==> src/rtl/zcr_counter.sv <==
// Zero-crossing-rate counter for one I2S channel, with hysteresis and a per-frame count.
// Optional ZCR_ENERGY_EN adds zcr_energy, the sum of |sample| over each frame.
module zcr_counter #(
  parameter int DATA_WIDTH = 32,
  parameter int SAMPLE_W   = 18,
  parameter int FRAME_LEN  = 64,
  parameter int CNT_W      = 6,
  parameter int THRESH     = 64
) (
  input  logic                  clk,
  input  logic                  rst,
  input  logic [DATA_WIDTH-1:0] in_data,
  input  logic                  in_vld,
  output logic [CNT_W-1:0]      zcr_count,
  output logic                  zcr_valid,
`ifdef ZCR_ENERGY_EN
  output logic [SAMPLE_W+$clog2(FRAME_LEN)-1:0] zcr_energy,
`endif
  output logic                  zcr_sat
);

  localparam int FRM_W = $clog2(FRAME_LEN);
  localparam logic [FRM_W-1:0] FRM_LAST = FRM_W'(FRAME_LEN - 1);
  localparam logic [CNT_W-1:0] CNT_MAX  = {CNT_W{1'b1}};
  // One extra bit keeps -THRESH and the most negative sample representable.
  localparam logic signed [SAMPLE_W:0] THR_P = (SAMPLE_W + 1)'(THRESH);
  localparam logic signed [SAMPLE_W:0] THR_N = -THR_P;

  typedef enum logic [1:0] {
    S_UNK = 2'd0,
    S_POS = 2'd1,
    S_NEG = 2'd2
  } sign_state_e;

  sign_state_e             state_r;
  sign_state_e             state_nxt_s;
  logic [FRM_W-1:0]        frame_cnt_r;
  logic [CNT_W-1:0]        run_cnt_r;
  logic                    sat_r;
  logic signed [SAMPLE_W:0] samp_ext_s;
  logic                    above_s;
  logic                    below_s;
  logic                    cross_s;
  logic                    last_s;
  logic [CNT_W-1:0]        cnt_inc_s;
  logic                    sat_inc_s;

  // Only the MSB-aligned sample bits matter; the rest of the word is ignored.
  if (DATA_WIDTH > SAMPLE_W) begin : g_low_bits
    logic unused_low_s;
    assign unused_low_s = ^in_data[DATA_WIDTH-SAMPLE_W-1:0];
  end

  // Sample extraction and strict dead-band comparison.
  always_comb begin
    samp_ext_s = {in_data[DATA_WIDTH-1], in_data[DATA_WIDTH-1 -: SAMPLE_W]};
    above_s    = (samp_ext_s > THR_P);
    below_s    = (samp_ext_s < THR_N);
    last_s     = (frame_cnt_r == FRM_LAST);
  end

  // Sign state transition and crossing detection.
  always_comb begin
    state_nxt_s = state_r;
    cross_s     = 1'b0;
    case (state_r)
      S_UNK: begin
        if (above_s) begin
          state_nxt_s = S_POS;
        end else if (below_s) begin
          state_nxt_s = S_NEG;
        end else begin
          state_nxt_s = S_UNK;
        end
      end
      S_POS: begin
        if (below_s) begin
          state_nxt_s = S_NEG;
          cross_s     = 1'b1;
        end else begin
          state_nxt_s = S_POS;
        end
      end
      S_NEG: begin
        if (above_s) begin
          state_nxt_s = S_POS;
          cross_s     = 1'b1;
        end else begin
          state_nxt_s = S_NEG;
        end
      end
      default: begin
        state_nxt_s = S_UNK;
        cross_s     = 1'b0;
      end
    endcase
  end

  // Saturating running count; sat sticks once an increment is attempted at max.
  always_comb begin
    if (cross_s && (run_cnt_r != CNT_MAX)) begin
      cnt_inc_s = run_cnt_r + CNT_W'(1);
    end else begin
      cnt_inc_s = run_cnt_r;
    end
    sat_inc_s = sat_r | (cross_s & (run_cnt_r == CNT_MAX));
  end

  // FSM, frame counter, running count and registered frame results.
  always_ff @(posedge clk) begin
    if (rst) begin
      state_r     <= S_UNK;
      frame_cnt_r <= {FRM_W{1'b0}};
      run_cnt_r   <= {CNT_W{1'b0}};
      sat_r       <= 1'b0;
      zcr_count   <= {CNT_W{1'b0}};
      zcr_sat     <= 1'b0;
      zcr_valid   <= 1'b0;
    end else begin
      zcr_valid <= 1'b0;
      if (in_vld) begin
        state_r <= state_nxt_s;
        if (last_s) begin
          frame_cnt_r <= {FRM_W{1'b0}};
          run_cnt_r   <= {CNT_W{1'b0}};
          sat_r       <= 1'b0;
          zcr_count   <= cnt_inc_s;
          zcr_sat     <= sat_inc_s;
          zcr_valid   <= 1'b1;
        end else begin
          frame_cnt_r <= frame_cnt_r + FRM_W'(1);
          run_cnt_r   <= cnt_inc_s;
          sat_r       <= sat_inc_s;
        end
      end
    end
  end

`ifdef ZCR_ENERGY_EN
  localparam int ENG_W = SAMPLE_W + FRM_W;

  logic [SAMPLE_W:0] mag_s;
  logic [ENG_W-1:0]  eng_acc_r;
  logic [ENG_W-1:0]  eng_inc_s;

  // Magnitude in SAMPLE_W+1 bits so the most negative sample does not wrap.
  always_comb begin
    if (samp_ext_s[SAMPLE_W]) begin
      mag_s = -samp_ext_s;
    end else begin
      mag_s = samp_ext_s;
    end
    eng_inc_s = eng_acc_r + ENG_W'(mag_s);
  end

  // Energy accumulator, published and cleared alongside zcr_count.
  always_ff @(posedge clk) begin
    if (rst) begin
      eng_acc_r  <= {ENG_W{1'b0}};
      zcr_energy <= {ENG_W{1'b0}};
    end else if (in_vld) begin
      if (last_s) begin
        eng_acc_r  <= {ENG_W{1'b0}};
        zcr_energy <= eng_inc_s;
      end else begin
        eng_acc_r  <= eng_inc_s;
      end
    end
  end
`endif

endmodule

==> config.mk <==
export PLATFORM = sky130hd
export DESIGN_NAME = zcr_counter
export DESIGN_NICKNAME = d
export VERILOG_FILES = /design/src/rtl/zcr_counter.sv
export SDC_FILE = /design/constraint.sdc
export NUM_CORES = 1
export LEC_CHECK = 0
export BUFFER_PORTS_ARGS = -buffer_cell sky130_fd_sc_hd__buf_2
export CORE_ASPECT_RATIO = 0.9
export CORE_MARGIN = 2
export CORE_UTILIZATION = 25
export DETAILED_ROUTE_END_ITERATION = 12
export PLACE_DENSITY_LB_ADDON = 0.08
export SLEW_MARGIN = 0
export SYNTH_ARGS = -nofsm -noshare
export SYNTH_HDL_FRONTEND = slang
export SYNTH_SLANG_ARGS = --single-unit
==> constraint.sdc <==
create_clock -name clk -period 2.21 [get_ports clk]
set_input_delay 0.442 -clock clk [delete_from_list [all_inputs] [get_ports clk]]
set_output_delay 0.442 -clock clk [all_outputs]
set_load 0.005 [all_outputs]
==> results of run 1 <==
state kept, by name, indices dropped and copies added, names as in the netlist:
register / cells
run_cnt_r: 6
sat_r: 1
zcr_sat: 1
zcr_count: 6
zcr_valid: 1
state_r: 2
frame_cnt_r: 6
layout make-up:
| class | instances | area share [%] |
|---|---|---|
| Clock buffer | 3 | 2.342 |
| Clock inverter | 1 | 0.4258 |
| Inverter | 5 | 1.065 |
| Multi-Input combinational cell | 141 | 52.87 |
| Sequential cell | 23 | 26.12 |
| Tap cell | 70 | 4.968 |
| Timing Repair Buffer | 38 | 12.21 |
kinds of logic (layout without fill, tap and decap cells):
group,Yosys count,after routing
XOR/XNOR,4,4
flip-flops,23,23
adder cells (fa/ha/maj),6,6
AO/OA/AOI/OAI,50,50
AND/OR/NAND/NOR,79,79
multiplexers,2,2
buffers and inverters,11,47
power by group:
group / switching [mW] / internal [mW] / total, mW
combinational: 0.0570 / 0.0460 / 0.103
sequential: 0.00607 / 0.421 / 0.427
clock: 0.157 / 0.128 / 0.285
total: 0.220 / 0.595 / 0.814
metal layers:
layer	wire [µm]	vias up	part of all wire [%]
met5	0	-	0
met4	48	0	1.2
met3	183	5	4.4
met2	1907	33	46
met1	1978	727	48
li1	-	749	-
worst min-delay path by stage:
| stage | from | endpoint | slack, ns | cells after the start |
|---|---|---|---|---|
| after floorplan | sat_r | zcr_sat | 0.45 | 1 |
| after global placement | sat_r | zcr_sat | 0.46 | 1 |
| after detailed placement | sat_r | zcr_sat | 0.47 | 1 |
| after CTS | rst | frame_cnt_r[0] | 0.46 | 2 |
| after global routing | rst | frame_cnt_r[0] | 0.48 | 2 |
| final | rst | frame_cnt_r[0] | 0.47 | 2 |
metrics by stage:
step	setup slack, ns	cells	area (µm²)	utilization, %	hold slack (ns)
after floorplan	0.2033	175	1429	-	0.4526
after global placement	0.04063	277	1709	30.55	0.4642
after detailed placement	0.01569	277	1709	30.55	0.4748
after CTS	0.1914	281	1758	31.42	0.4565
after global routing	0.06544	281	1763	31.51	0.4800
final	0.2115	281	1763	31.51	0.4712
critical path, delay by kind of cell, from the launching register on:
family                   cells  cell delay, ns
AO/OA/AOI/OAI                3            0.78
adder cells (fa/ha/maj)      1            0.30
buffers and inverters        1            0.09
flip-flops                   1            0.37
AND/OR/NAND/NOR              2            0.36
cell usage in the layout (no fill, tap or decap), types with 3 or more instances in the layout:
master     n
ha_1       6
a21o_1     4
nand2_1   12
nor3_1     6
a21oi_1    3
dfxtp_1   23
buf_2     28
o221ai_1   4
buf_4     10
and3_1     6
o21ai_0    8
a211oi_1   4
nand3_1   16
clkbuf_8   3
a31oi_1    3
nand4_1    5
or3_1      3
nand2b_1   4
nor2_1    18
inv_1      5
==> metrics.md, run 1 <==
| Metric | Value |
|---|---|
| Area of the core | 5595 µm² |
| Relative slew slack | 71.20% |
| Vias | 1,514 |
| First-pass iteration count of the detailed router | 5 |
| Clk Latency, worst-skew pair | 0.27 ns |
| Setup_tns | 0 ns |
| Die height | 75.72 µm |
| Layer carrying the most global-route usage | met2 |
| Filler cell count | 636 |
| Ys flop type | dfxtp_1 |
| Largest area contributor in the netlist | dfxtp_1 |
| Hold Crit Class | input pin to flop |
| Max IR drop VDD | 0.2493 mV |
| Final period utilization | 90.43% |
| Worst Setup SP | state_r[0] |
| Antenna violations before repair | 0 |
| Ports | 43 |
| Mapped Area | 1429 µm² |
| Power Density | 461.9 nW/µm² |
| Final hold vios | 0 |
| RePlAce Congestion | 0.8397 |
| Largest net degree at the start of global routing | 15 |
| GRT Resource Usage Total | 13.46% |
| CTS H-tree lvls | 1 |
| Slowest stage cell, crit path | dfxtp_1 |
| Top fanout value on the critical path | 8 |
| Worst Reg2Reg Path Length in Cells | 7 |
| GRT met3 Usage | 3.359% |
| Synth warn | 0 |
| Post_cts resized | 0 |
| Critical Path RT | 2.39 ns |
| Setup bufs post-CTS | 0 |
| Hold Buf Count CTS | 0 |
| Data arrival time of the worst path | 2.18 ns |
| Reg clk slew, reported paths | 0.09 ns |
| Overflow after GRT | 0 |
| Peak Freq | 500.4 MHz |
| Root buffer cell | clkbuf_8 |
| Reg-to-Reg End | run_cnt_r[2] |
| Post-synthesis xor/xnor area fraction | 2.452% |
| Synth Area in Adders | 5.254% |
| Die width | 83.69 µm |
| Post-synthesis sequential area ratio | 32.22% |
| Static leakage | 0.6635 nW |
| Slowest Stage Delay on Critical Path | 0.37 ns |
| CP endpoint | run_cnt_r[2] |
| Final Power | 0.8143 mW |
| Reg-to-reg critical path startpoint | state_r[0] |
| Share of cells above drive strength 1 | 22.75% |
| Antenna-violating nets left | 0 |
| Initial core utilization | 25.54% |
| Most frequent cell after synthesis | dfxtp_1 |
| WS Path Type | flop to flop |
| CP endpoint kind | flop |
| Clk buf depth | 2 |
| Sink Count | 23 |
| Fin. max-slew vios | 0 |
| Dpl hpwl | 3.136 mm |
| Layout area overhead | 23.38% |
| Synth Net Count | 216 |
| FF+latch area | 460.4 µm² |
| I/O Buffers | 28 |
| Drt initial violations | 87 |
| Number of synthesized flops with an enable pin | 0 |
| Area of the multi-input gates | 932.1 µm² |
| WL per Instance | 14.65 µm |
| Global routing met1 resource utilization | 16.42% |
| Ys async rst share | 0% |
| Max-cap viol count | 0 |
| Mean Syn Cell Area | 8.165 µm² |
| Simple-gate share of the synthesized area | 28.28% |
| Commonest cells in the netlist | dfxtp_1, nor2_1, nand3_1, nand2_1, o21ai_0 |
| R2R setup slack | 0.21 ns |
| Final wirelength | 4.118 mm |
| Full die area | 6337 µm² |
| Synth cell types | 46 |
| Outcome | finished, final reports clean |
| Post-route DRC | 0 |
| Flops & latches, synth | 23 |
| Fin nets | 253 |
| RSZ-0062 raised after global routing | no |
| Global-route wire length before repair | 7.003 mm |
| Clock buffer count from CTS | 3 |
| CP Cell Sequence | inv_1, ha_1, and3_1, o31a_1, nand2_1, a21o_1, a211oi_1 |
| Post-synthesis mux area share | 1.489% |
| Row count | 26 |
| Setup violators final | 0 |
| Final worst path period need | 1.998 ns |
| Largest family of logic cells by synthesized area | simple AND/OR/NAND/NOR gates |
| ANT cells | 0 |
| Synth Instances | 175 |
| Number of global-route vias before repair | 1,464 |
| Met2 Use GR | 23.64% |
| Startpoint types | flop |
| TritonCTS clock tree | yes |
| Yosys top cell area share | 32.22% |
| Vias/cell | 5.388 |
| Synth area leaders | dfxtp_1, nand3_1, ha_1 |
| Compound-Gate Fraction of Synth Area | 27.41% |
| Clk_skew | 0.004229 ns |
| Slew @ Worst Pin | 0.4315 ns |
Power figures use the tool's default switching activity.
==> run 2: changes to the inputs <==
Settings changed: ABC_CLOCK_PERIOD_IN_PS set to 2210, CORE_UTILIZATION 25 to 40, GPL_ROUTABILITY_DRIVEN set to 0.
==> run 2 against run 1 <==
Net effect: fmax shrank 1.3%; largest power group unchanged; critical path depth is the same; clock-buffer cell count unchanged; core utilization is 18 points higher; largest cell class unchanged; first-iteration DRC count decreased by 1.1%; via count is 0.59% lower; sequential cell count unchanged; sequential share of layout area increased by 0.96 points; total power fell by 2.6%.
==> metrics.md, run 2 (synthesized netlist as in run 1, its figures left out) <==
| Metric | Value |
|---|---|
| Outcome | finished, final reports clean |
| Number of global-route vias before repair | 1,392 |
| Final std cells w/o fill | 252 |
| Most common cell after layout, fill and taps aside | buf_2 |
| Slowest Stage Delay on Critical Path | 0.41 ns |
| Final Power | 0.7928 mW |
| Critical Path RT | 2.40 ns |
| Final wirelength | 3.705 mm |
| GRT met3 Usage | 2.783% |
| Final worst path period need | 2.026 ns |
| Clk_skew | 0.003326 ns |
| Reg-to-reg critical path startpoint | state_r[1] |
| Dpl hpwl | 2.803 mm |
| Final period utilization | 91.66% |
| I/O Buffers | 28 |
| Slew @ Worst Pin | 0.5850 ns |
| Setup violators final | 0 |
| Startpoint types | flop |
| ANT cells | 0 |
| Peak Freq | 493.7 MHz |
| Setup_tns | 0 ns |
| Post-route DRC | 0 |
| Row count | 20 |
| Full die area | 4067 µm² |
| Post-Place Cells | 248 |
| Design area | 1700 µm² |
| Fin. max-slew vios | 0 |
| Clk buf depth | 2 |
| Max IR drop VDD | 0.2983 mV |
| Root buffer cell | clkbuf_8 |
| Initial core utilization | 41.99% |
| Sink Count | 23 |
| Fin nets | 250 |
| Clock buffer count from CTS | 3 |
| CP endpoint kind | flop |
| Worst Reg2Reg Path Length in Cells | 7 |
| WS Path Type | flop to flop |
| Min-delay src | sat_r |
| Die height | 60.70 µm |
| Overflow after GRT | 0 |
| Top fanout value on the critical path | 8 |
| First-pass iteration count of the detailed router | 4 |
| Global routing met1 resource utilization | 26.39% |
| Drt initial violations | 86 |
| Ports | 43 |
| Placed Instance Area | 1654 µm² |
| Layer carrying the most global-route usage | met2 |
| Final hold vios | 0 |
| Vias | 1,505 |
| Hold Buf Count CTS | 0 |
| Setup bufs post-CTS | 0 |
| R2R setup slack | 0.18 ns |
| Worst Setup SP | state_r[1] |
| Global-route wire length before repair | 6.189 mm |
| Data arrival time of the worst path | 2.22 ns |
| Leading registers by flop count | frame_cnt_r x6, run_cnt_r x6, zcr_count x6 |
| Reg-to-Reg End | run_cnt_r[5] |
| Static leakage | 0.6534 nW |
| CTS H-tree lvls | 1 |
| Die width | 67 µm |
| CP endpoint | run_cnt_r[5] |
| GRT Resource Usage Total | 20.02% |
| Area of the core | 3403 µm² |
| Max-cap viol count | 0 |
| Antenna-violating nets left | 0 |
| Post-layout util | 49.96% |
| Largest net degree at the start of global routing | 19 |
| Hold Crit Class | flop to flop |
| CP Cell Sequence | inv_1, ha_1, and3_1, o31a_1, nor3b_1, o21ai_0, o211ai_1 |
| Fin worst setup slack | 0.1843 ns |
| Relative slew slack | 60.59% |
| WP depth | 7 |
| Worst path bufs/invs | 1 |
| Top delay family on crit path | compound AO/OA/AOI/OAI gates |
| Vias/cell | 5.972 |
| Met2 Use GR | 34.23% |
| Clk Latency, worst-skew pair | 0.27 ns |
| Final hold slack | 0.4890 ns |
| Power Density | 466.2 nW/µm² |
| Highest-count cells in the layout ignoring fill and taps | buf_2, dfxtp_1, nor2_1 |
| WL per Instance | 14.70 µm |
| Layout area overhead | 19.00% |
| Slowest stage cell, crit path | nor3b_1 |
| TritonCTS clock tree | yes |
| Post_cts resized | 0 |
| Reg clk slew, reported paths | 0.08 ns |
| Place WS | 0.01110 ns |
| RSZ-0062 raised after global routing | no |
| Share of cells above drive strength 1 | 21.15% |
| Antenna violations before repair | 0 |
run 2: cell count changes in the layout (fill, tap and decap cells not counted):
cell and change:
nor3b_2 -1, clkinv_2 +1, nor3b_1 +1, clkinvlp_4 -1, buf_4 -3
run 2: worst min path at each step:
stage / to / cells after the start / slack [ns]
floorplan: zcr_sat / 1 / 0.45
global placement: zcr_sat / 1 / 0.46
detailed placement: zcr_sat / 1 / 0.48
CTS: zcr_sat / 1 / 0.49
global route: zcr_sat / 1 / 0.51
finish: zcr_sat / 1 / 0.49
run 2: power by group:
group | switching [mW] | internal [mW] | leakage, nW
Clock | 0.141 | 0.126 | 0.0255
Combinational | 0.0561 | 0.0433 | 0.442
Sequential | 0.00612 | 0.420 | 0.186
Total | 0.203 | 0.590 | 0.653
run 2: layout make-up:
class	instances	area, µm²
repair buffers	35	192.7
flip-flops and latches	23	460.4
clock buffers	3	41.29
fillers	360	1703
well taps	44	55.05
inverters	5	18.77
multi-input cells	141	927.1
clock inverters	1	5.005
run 2: per-layer routing:
metal | part of all wire, % | routed length (µm)
met5 | 0 | 0
met2 | 45 | 1671
met3 | 7.2 | 267
met4 | 1.2 | 46
met1 | 46 | 1720
run 2: worst reg2reg max path, cell delays in order (launching register included):
cell	delay, ns
dfxtp_1	0.38
inv_1	0.10
ha_1	0.30
and3_1	0.15
o31a_1	0.28
nor3b_1	0.41
o21ai_0	0.16
o211ai_1	0.17
==> run 3: changes to the inputs <==
Settings changed: CORE_ASPECT_RATIO 0.9 to 1.25.
==> run 3 against run 2 <==
Net effect: clock power barely moved; global-route usage shrank 0.96 points; via count shrank 0.86%; non-clock buffer count is the same; fmax rose by 2.7%; critical path depth stayed put; wire length is 0.70% lower; core utilization is 0.91 points lower; final area down 0.37%; cell count decreased by 2.0%; clock-buffer cell count stayed put; hold slack better by 0.015 ns; largest cell class unchanged; largest power group unchanged.
==> metrics.md, run 3 (synthesized netlist as in run 1, its figures left out) <==
| Metric | Value |
|---|---|
| Final std cells w/o fill | 247 |
| Clock share of power | 33.6% |
| Post-route DRC | 0 |
| Vias | 1,492 |
| Worst path bufs/invs | 1 |
| Relative slew slack | 71.89% |
| CP endpoint kind | flop |
| Max IR drop VDD | 0.3776 mV |
| Vias/cell | 6.040 |
| Clock buffer count from CTS | 3 |
| Number of global-route vias before repair | 1,440 |
| Clk_skew | 0.009857 ns |
| Data arrival time of the worst path | 2.16 ns |
| TritonCTS clock tree | yes |
| Global-route wire length before repair | 6.348 mm |
| Root buffer cell | clkbuf_8 |
| Peak Freq | 507.1 MHz |
| Startpoint types | flop |
| Setup bufs post-CTS | 0 |
| Most common cell after layout, fill and taps aside | buf_2 |
| Reg clk slew, reported paths | 0.08 ns |
| Logic pwr share | 12.5% |
| CP Cell Sequence | inv_1, ha_1, and3_1, o31a_1, nor3b_1, o21ai_0, o211ai_1 |
| Area of the core | 3453 µm² |
| Setup_tns | 0 ns |
| Top fanout value on the critical path | 8 |
| Final hold vios | 0 |
| Static leakage | 0.6515 nW |
| Post-Place Cells | 243 |
| Drt initial violations | 56 |
| Slowest Stage Delay on Critical Path | 0.37 ns |
| Slew @ Worst Pin | 0.4201 ns |
| Share of cells above drive strength 1 | 21.15% |
| Psw | 0.2010 mW |
| Power Density | 467.4 nW/µm² |
| Post_cts resized | 0 |
| Final wirelength | 3.679 mm |
| First-pass iteration count of the detailed router | 4 |
| Full die area | 4069 µm² |
| Ports | 43 |
| Critical Path RT | 2.40 ns |
| Layout area overhead | 18.56% |
| Initial core utilization | 41.38% |
| Final period utilization | 89.22% |
| GRT Resource Usage Total | 19.05% |
| I/O Buffers | 28 |
| Final worst path period need | 1.972 ns |
| Clk Latency, worst-skew pair | 0.27 ns |
| Final Power | 0.7919 mW |
| Outcome | finished, final reports clean |
| Overflow after GRT | 0 |
| Seq pwr share | 53.8% |
| Sw frac | 25.38% |
| Die width | 57.46 µm |
| ANT cells | 0 |
| Setup violators final | 0 |
| Antenna violations before repair | 0 |
| Int Power | 0.5909 mW |
| WL per Instance | 14.89 µm |
| Largest net degree at the start of global routing | 16 |
| Fin. max-slew vios | 0 |
| Filler cell count | 354 |
| Slowest stage cell, crit path | dfxtp_1 |
| Top delay family on crit path | compound AO/OA/AOI/OAI gates |
| Fin nets | 250 |
| Highest-count cells in the layout ignoring fill and taps | buf_2, dfxtp_1, nor2_1 |
| Hold Buf Count CTS | 0 |
| WS Path Type | flop to flop |
| Dpl hpwl | 2.842 mm |
| RSZ-0062 raised after global routing | no |
| Die height | 70.82 µm |
| Sink Count | 23 |
| Antenna-violating nets left | 0 |
| Max-cap viol count | 0 |
| Hold Crit Class | flop to flop |
| CTS H-tree lvls | 1 |
| Row count | 24 |
| Leading registers by flop count | frame_cnt_r x6, run_cnt_r x6, zcr_count x6 |
| Clk buf depth | 2 |
==> run 3: final cells by class <==
| cell class | instances | area, µm² | area share (%) |
|---|---|---|---|
| repair buffers | 35 | 192.7 | 11.37 |
| clock buffers | 3 | 41.29 | 2.437 |
| well taps | 39 | 48.80 | 2.880 |
| flip-flops and latches | 23 | 460.4 | 27.18 |
| multi-input cells | 141 | 927.1 | 54.73 |
| inverters | 5 | 18.77 | 1.108 |
| clock inverters | 1 | 5.005 | 0.2954 |
==> run 3: power by group through the flow <==
stage	clock (mW)	sequential, mW	combinational, mW
5_1_grt	0.291	0.427	0.113
6_report	0.266	0.426	0.0994
4_1_cts	0.275	0.426	0.100
2_1_floorplan	0	0.435	0.0565
3_3_place_gp	0	0.435	0.0945
3_5_place_dp	0	0.436	0.0994
==> run 3: through the flow <==
stage / hold WS (ns) / utilization (%) / setup WS [ns] / instance area [µm²]
after floorplan: 0.4526 / - / 0.2033 / 1429
after CTS: 0.5085 / 49.06 / 0.2254 / 1694
final: 0.5045 / 49.06 / 0.2382 / 1694
after global placement: 0.4623 / 47.72 / 0.05737 / 1648
after detailed placement: 0.4882 / 47.72 / 0.01118 / 1648
after global routing: 0.5231 / 49.06 / 0.03421 / 1694
==> run 3: worst paths after layout <==
| path | startpoint | to | slack [ns] | cells after the start |
|---|---|---|---|---|
| setup / recovery | state_r[1] | run_cnt_r[5] | 0.24 | 7 |
| hold / removal | sat_r | zcr_sat | 0.50 | 1 |
| setup reg to reg | state_r[1] | run_cnt_r[5] | 0.24 | 7 |
| hold reg to reg | sat_r | zcr_sat | 0.50 | 1 |
==> run 3: metal layers <==
metal  vias up  part of all wire, %  global-route usage (%)
met2        52                   52                   34.85
li1        736                    -                       -
met1       702                   41                   22.98
met3         2                  6.2                   2.925
met5         -                    0                       0
met4         0                 0.52                   4.393
